==> config.mk <==
export PLATFORM = sky130hd
export DESIGN_NAME = mega_ram_arbiter
export DESIGN_NICKNAME = d
export VERILOG_FILES = /design/src/rtl/mega_ram_arbiter.sv
export SDC_FILE = /design/constraint.sdc
export NUM_CORES = 1
export LEC_CHECK = 0
export BUFFER_PORTS_ARGS = -buffer_cell sky130_fd_sc_hd__buf_4
export CORE_MARGIN = 10
export CORE_UTILIZATION = 47
export CTS_CLUSTER_DIAMETER = 40
export DETAILED_ROUTE_END_ITERATION = 10
export PLACE_DENSITY = 0.94
export SYNTH_ARGS = -nofsm -noshare
export SYNTH_HDL_FRONTEND = slang
export SYNTH_SLANG_ARGS = --single-unit
==> constraint.sdc <==
create_clock -name clk -period 4.2 [get_ports clk]
set_input_delay 0.42 -clock clk [delete_from_list [all_inputs] [get_ports clk]]
set_output_delay 0.42 -clock clk [all_outputs]
set_load 0.01 [all_outputs]
==> src/rtl/mega_ram_arbiter.sv <==
// rtl/mega_ram_arbiter.sv - CPU/DMA arbiter for one single-port RAM with 1-cycle registered read
// Optional DMA starvation guard enabled by defining MEGA_RAM_ARB_FAIRNESS_EN.
module mega_ram_arbiter #(
  parameter int ADDR_BUS_WIDTH = 13,
  parameter int DATA_BUS_WIDTH = 8,
  parameter int LEN_W          = 8,
  parameter int STARVE_LIMIT   = 8
) (
  input  logic                      clk,
  input  logic                      rst,
  input  logic                      cpu_we,
  input  logic                      cpu_re,
  input  logic [ADDR_BUS_WIDTH-1:0] cpu_a,
  input  logic [DATA_BUS_WIDTH-1:0] cpu_d_in,
  output logic [DATA_BUS_WIDTH-1:0] cpu_d_out,
  output logic                      cpu_stall,
  input  logic                      dma_start,
  input  logic [ADDR_BUS_WIDTH-1:0] dma_addr,
  input  logic [LEN_W-1:0]          dma_len,
  output logic                      dma_busy,
  output logic                      dma_rvalid,
  output logic [DATA_BUS_WIDTH-1:0] dma_rdata,
  output logic                      dma_done,
  output logic                      ram_we,
  output logic                      ram_re,
  output logic [ADDR_BUS_WIDTH-1:0] ram_a,
  output logic [DATA_BUS_WIDTH-1:0] ram_d_in,
  input  logic [DATA_BUS_WIDTH-1:0] ram_d_out
);

  typedef enum logic [1:0] {S_IDLE, S_BURST, S_DRAIN} state_t;

  state_t                    r_state;
  state_t                    w_next;
  logic [ADDR_BUS_WIDTH-1:0] r_addr;
  logic [LEN_W-1:0]          r_cnt;
  logic                      r_cpu_rd_q;
  logic                      r_dma_rd_q;
  logic                      r_done;

  logic w_cpu_req;
  logic w_in_burst;
  logic w_force;
  logic w_cpu_grant;
  logic w_dma_issue;

  // Grants are suppressed while rst is high so every output reads 0 during reset.
  assign w_cpu_req   = (cpu_we | cpu_re) & ~rst;
  assign w_in_burst  = (r_state == S_BURST) & ~rst;
  assign w_cpu_grant = w_cpu_req & ~w_force;
  assign w_dma_issue = w_in_burst & ~w_cpu_grant;

`ifdef MEGA_RAM_ARB_FAIRNESS_EN
  localparam int SW = $clog2(STARVE_LIMIT + 1);
  logic [SW-1:0] r_starve;

  always_ff @(posedge clk) begin
    if (rst) begin
      r_starve <= '0;
    end else if (!w_in_burst || w_dma_issue) begin
      r_starve <= '0;
    end else if (r_starve != SW'(STARVE_LIMIT)) begin
      r_starve <= r_starve + SW'(1);
    end
  end

  assign w_force = w_in_burst & (r_starve == SW'(STARVE_LIMIT));
`else
  assign w_force = (STARVE_LIMIT < 0);
`endif

  always_comb begin
    w_next = r_state;
    case (r_state)
      S_IDLE:  if (dma_start) w_next = S_BURST;
      S_BURST: if (w_dma_issue && (r_cnt == '0)) w_next = S_DRAIN;
      S_DRAIN: if (r_done) w_next = S_IDLE;
      default: w_next = S_IDLE;
    endcase
  end

  always_ff @(posedge clk) begin
    if (rst) begin
      r_state    <= S_IDLE;
      r_addr     <= '0;
      r_cnt      <= '0;
      r_cpu_rd_q <= 1'b0;
      r_dma_rd_q <= 1'b0;
      r_done     <= 1'b0;
    end else begin
      r_state    <= w_next;
      r_cpu_rd_q <= w_cpu_grant & cpu_re;
      r_dma_rd_q <= w_dma_issue;
      // DRAIN lasts two cycles: last rvalid, then the done pulse.
      r_done     <= (r_state == S_DRAIN) & ~r_done;
      if ((r_state == S_IDLE) && dma_start) begin
        r_addr <= dma_addr;
        r_cnt  <= dma_len;
      end else if (w_dma_issue) begin
        r_addr <= r_addr + ADDR_BUS_WIDTH'(1);
        if (r_cnt != '0) r_cnt <= r_cnt - LEN_W'(1);
      end
    end
  end

  assign cpu_stall  = w_cpu_req & w_force;
  assign ram_we     = w_cpu_grant & cpu_we;
  assign ram_a      = w_cpu_grant ? cpu_a : (w_dma_issue ? r_addr : '0);
  assign ram_d_in   = w_cpu_grant ? cpu_d_in : '0;
  assign ram_re     = r_cpu_rd_q | r_dma_rd_q;
  assign cpu_d_out  = r_cpu_rd_q ? ram_d_out : '0;
  assign dma_rvalid = r_dma_rd_q;
  assign dma_rdata  = r_dma_rd_q ? ram_d_out : '0;
  assign dma_done   = r_done;
  assign dma_busy   = (r_state != S_IDLE);

endmodule

Word-level counts from Yosys, hierarchy flattened
Cells that the tools add are included.
W data, S select, Z words.
{ "word_totals": {"register_bits": 26, "input_bits": 55, "wordCells": 48, "output_inout_bits": 43} }
{ "op_classes": {"addsub": 2, "mux": 14, "n_reduce_logical": 10, "eq_ne": 5, "n_bitwise": 11} }
{ "op_table": {"columns": ["op", "count"], "rows": [
  ["$mux W13", 4],
  ["$mux W8", 6],
  ["$add A13 B1 Y13 const B", 1],
  ["$logic_not A8 Y1", 1],
  ["$reduce_bool A8 Y1", 1],
  ["$sub A8 B1 Y8 const B", 1],
  ["$and A1 B1 Y1", 6],
  ["$mux W2", 3],
  ["$pmux W2 S3", 1],
  ["$reduce_bool A2 Y1", 3],
  ["$ne A2 B2 Y1 const B", 2],
  ["$not A1 Y1", 3],
  ["$reduce_and A3 Y1", 1],
  ["$eq A2 B1 Y1 const B", 1],
  ["$eq A2 B2 Y1 const B", 1],
  ["$logic_and A1 B1 Y1", 2],
  ["$logic_not A2 Y1", 1],
  ["$ne A2 B1 Y1 const B", 1],
  ["$or A1 B1 Y1", 2],
  ["$reduce_and A2 Y1", 1]
]} }

Longest topological paths before layout
{ "depth": {"word_depth": 7, "depth_mapped": 7, "ltp_nobuf": 6} }

Least setup slack after synthesis
Ideal clock, no wire load.
{ "synth_timing": {"path_type": "input -> output", "start": "input rst", "end": "output ram_a[10]", "path_buffers": 1, "required_ns": 3.780, "arrival_ns": 1.601, "cell_stages": 4, "slack_ns": 2.179, "path_cell_list": "or3b_1 -> nor3_4 -> clkbuf_1 -> a22o_1"} }
{ "synth_between": {"elab_chain_len": 6, "elab_cells_between_ends": 7, "cone_classes": "mux: 2; bitwise: 5"} }
{ "synth_lines": {"columns": ["item", "line_no", "rtl"], "rows": [
  ["from (decl)", "10", "input logic rst,"],
  ["$not A1 Y1 (*)", "48, 49", null],
  ["$and A1 B1 Y1", "48", "assign w_cpu_req = (cpu_we | cpu_re) & ~rst;"],
  ["$not A1 Y1", "51", "assign w_dma_issue = w_in_burst & ~w_cpu_grant;"],
  ["$and A1 B1 Y1", "51", null],
  ["$mux W13", "108", "assign ram_a = w_cpu_grant ? cpu_a : (w_dma_issue ? r_addr : '0);"],
  ["$mux W13 (*)", "108", null],
  ["to (decl)", "26", "output logic [ADDR_BUS_WIDTH-1:0] ram_a,"]
]} }
Every way passes the cells marked *; elsewhere a longest branch is shown, timed or not.

Worst setup path after layout
{ "layout_timing": {"start": "register r_state[0]", "end": "output ram_a[6]"} }
{ "layout_between": {"elab_chain_len": 5} }
{ "layout_lines": {"columns": ["item", "line_no", "rtl"], "rows": [
  ["from (decl)", "33", "state_t r_state;"],
  ["from (signal assigned)", "91", "r_state <= w_next;"],
  ["$eq A2 B1 Y1", "49", "assign w_in_burst = (r_state == S_BURST) & ~rst;"],
  ["$and A1 B1 Y1", "49", null],
  ["$and A1 B1 Y1", "51", null],
  ["$mux W13 (2 in a row)", "108", null]
]} }
Every way passes these cells.

==> flow_summary_export.csv <==
group,metric,value,unit
synth,synthTopCellsByArea,"dfxtp_1, and2_1, a22o_1",
cells_and_area,area_growth,44.5,%
flow_run,maxCapViolations,0,
timing,rsz0062_at_grt,"false",
pwr,internal-power,0.445,mW
synth,ys_seq_area_share,30.3,%
timing,period_minus_slack,2.53,ns
timing,slew_viol_final,0,
synth,synth-async-reset-ratio,0,%
timing,min_period_over_period,60.2,%
cts,postCtsHoldBufs,0,
synth,synth_top_flop_cell,"dfxtp_1",
cts,ctsLongestPathBuffers,2,
cts,clockRootBuffer,"clkbuf_8",
synth,synthCells,212,
routing,viasPerCell,5.54,
cells_and_area,fillCellCount,271,
worst_setup_path,r2r_slack,2.09,ns
worst_setup_path,critical-path-max-stage-delay,0.60,ns
pwr,pwr-share-seq,46.8,%
timing,fin_hold_ws,0.399,ns
cells_and_area,utilization,72.2,%
synth,yosysUniqueCellTypes,43,
placed_design,place.gp.congestion,0.835,
die,initial_core_util,49.9,%
synth,synth_compound_area_share,24.1,%
routing,drc,0,
pwr,power_frac_clock,21.3,%
routing,vias,1899,
cts,cts_tree,"yes",
pwr,ir_worst_vdd,168,µV
cells_and_area,antenna_cells,0,
timing,maxSlewHeadroom,27.5,%
worst_setup_path,path_delay_family,"simple AND/OR/NAND/NOR gates",
placed_design,place_ws,1.76,ns
synth,syn_nets,270,
synth,synth-simple-area-share,32.6,%
grt,grt_start_max_net_pins,37,
run_status,status,"finished, final reports clean",
worst_setup_path,path_cells,"or3b_1 -> nor3_4 -> a22o_1 -> buf_4",
synth,syn_area_per_cell,8.11,µm²
routing,wire_per_inst,17.1,µm
cts,cts.sinks,26,
timing,setup_viol,0,
timing,hold_violations,0,
die,die_height,80.5,µm
grt,grt_pass1_vias,1851,
synth,synthMuxAreaShare,0.582,%
synth,synth_top_family_by_area,"simple AND/OR/NAND/NOR gates",
routing,ant_nets,0,
die,pin_count,98,
hold_path,hp-class,"in2reg",
die,die-area,6480,µm²
synth,synth_area,1720,µm²
pwr,power.switching,0.205,mW
routing,drt-total-wl,5.86,mm
cts,cts_inserted_buffers,3,
synth,synth_warnings,0,
worst_setup_path,crit_slowest_cell,"nor3_4",
synth,yosysTopAreaCell,"dfxtp_1",
placed_design,io_buffers,96,
worst_setup_path,critPathKind,"reg2out",
cts,cts_resized,0,
routing,drtIter0Drc,147,
grt,grt_pass1_wl,8.89,mm
die,placementRows,21,
pwr,swShare,31.5,%
cells_and_area,nNetsFinal,357,
die,die-width,80.5,µm
pwr,power,0.650,mW
synth,netlist.area_leader.share,30.3,%
synth,synth.ff_latch_count,26,
timing,tns,0,ns
pwr,total_leakage_power,1.09,nW
synth,synth_fa_ha_area_share,2.18,%
worst_setup_path,crit_arrival,2.11,ns
placed_design,postPlaceCellArea,2440,µm²
worst_setup_path,cp_data_required_time,3.78,ns
timing,worst_slack,1.67,ns
worst_setup_path,cp_max_fo,18,
synth,synth_edf_count,0,
cells_and_area,drive_above_1_share,35.4,%
placed_design,dp_cells,340,
routing,drt_pass1_iterations,4,
cts,clkSlewWorstSetupHoldPaths,0.08,ns
cts,htree_levels,1,
cts,insertion_delay,0.27,ns
cells_and_area,layout_commonest_cell,"buf_4",
grt,grt_usage,16.6,%
timing,tightest_slew,1.08,ns
pwr,power_density,262,nW/µm²
timing,timing.fmax,395,MHz
die,coreArea,3440,µm²
pwr,combPwrFrac,31.9,%
grt,antenna_found_initial,0,
worst_setup_path,critPathBufInv,1,
cells_and_area,post_layout_nonfiller_instances,343,
cells_and_area,final_cell_mix,"buf_4, dfxtp_1, and2_1",
cts,post_cts_buffers,0,
worst_setup_path,critPathLaunchType,"register",
timing,fin_skew,0.00266,ns
synth,synth-xor-area-share,5.09,%
cells_and_area,postLayoutCellArea,2480,µm²
worst_setup_path,endpoint_kind,"primary output",
placed_design,dp_hpwl,4.69,mm
grt,grt_overflow_total,0,
-- per-layer routing --
layer	GRT usage [%]	share of wire [%]	vias up
met5	0	0	-
met4	5.46	1.3	0
met3	4.34	8.5	7
met2	29.4	50	73
met1	18.7	40	864
li1	-	-	955
-- path summary, 6_finish.rpt --
check             cells past startpoint       start    endpoint
setup / recovery                      4  r_state[0]    ram_a[6]
hold reg to reg                       1    dma_done    dma_done
setup reg to reg                      5  r_state[0]  r_addr[11]
hold / removal                        3  dma_len[1]    r_cnt[1]
-- worst reg2reg max path, stage by stage (launching register included) --
cell,delay [ns]
dfxtp_1,0.45
nor3b_1,0.51
buf_4,0.25
nand3_1,0.20
or3_1,0.38
a311oi_1,0.24
-- registers in the layout, indices dropped and copies added (netlist names) --
| signal | cells |
|---|---|
| r_cnt | 8 |
| r_cpu_rd_q | 1 |
| r_addr | 13 |
| dma_done | 1 |
| dma_rvalid | 1 |
| r_state | 2 |
-- logic make-up after synthesis --
family | Yosys count
simple gates | 96
compound gates | 54
flops | 26
buf+inv | 21
xor+xnor | 10
fa+ha+maj | 3
other cells | 1
mux | 1
-- power by group through the flow --
stage               Sequential [mW]  Combinational (mW)  Clock (mW)
floorplan                     0.299               0.121           0
global route                  0.308               0.228       0.148
finish                        0.304               0.207       0.139
CTS                           0.303               0.208       0.141
global placement              0.308               0.201           0
detailed placement            0.308               0.207           0
-- synth_stat cells, types with 2 or more instances --
cell type and count:
a21oi_1 3, and4_1 2, or4_1 3, or3_1 5, o21bai_1 3, and2_1 25
a211oi_1 13, ha_1 3, dfxtp_1 26, a31oi_1 2, nor4_1 3, nand2_1 7
nand3_1 4, or2_2 2, a311oi_1 7, nor2b_1 2, nand4_1 5, o21ai_0 5
xor2_1 6, nor3b_1 3, inv_1 6, and3_1 5, buf_2 2, clkbuf_1 12
a22o_1 13, xnor2_1 4, nor2_1 23, o211ai_1 3
-- cell type report --
type                    instances  area, µm²  share of cell area [%]
clock buffers                   3       41.3                    1.66
inverters                       6       22.5                   0.907
flip-flops and latches         26        520                    21.0
repair buffers                 97        728                    29.3
well taps                      46       57.6                    2.32
multi-input cells             165       1110                    44.8
No activity file was read; power rests on OpenSTA's default activity.
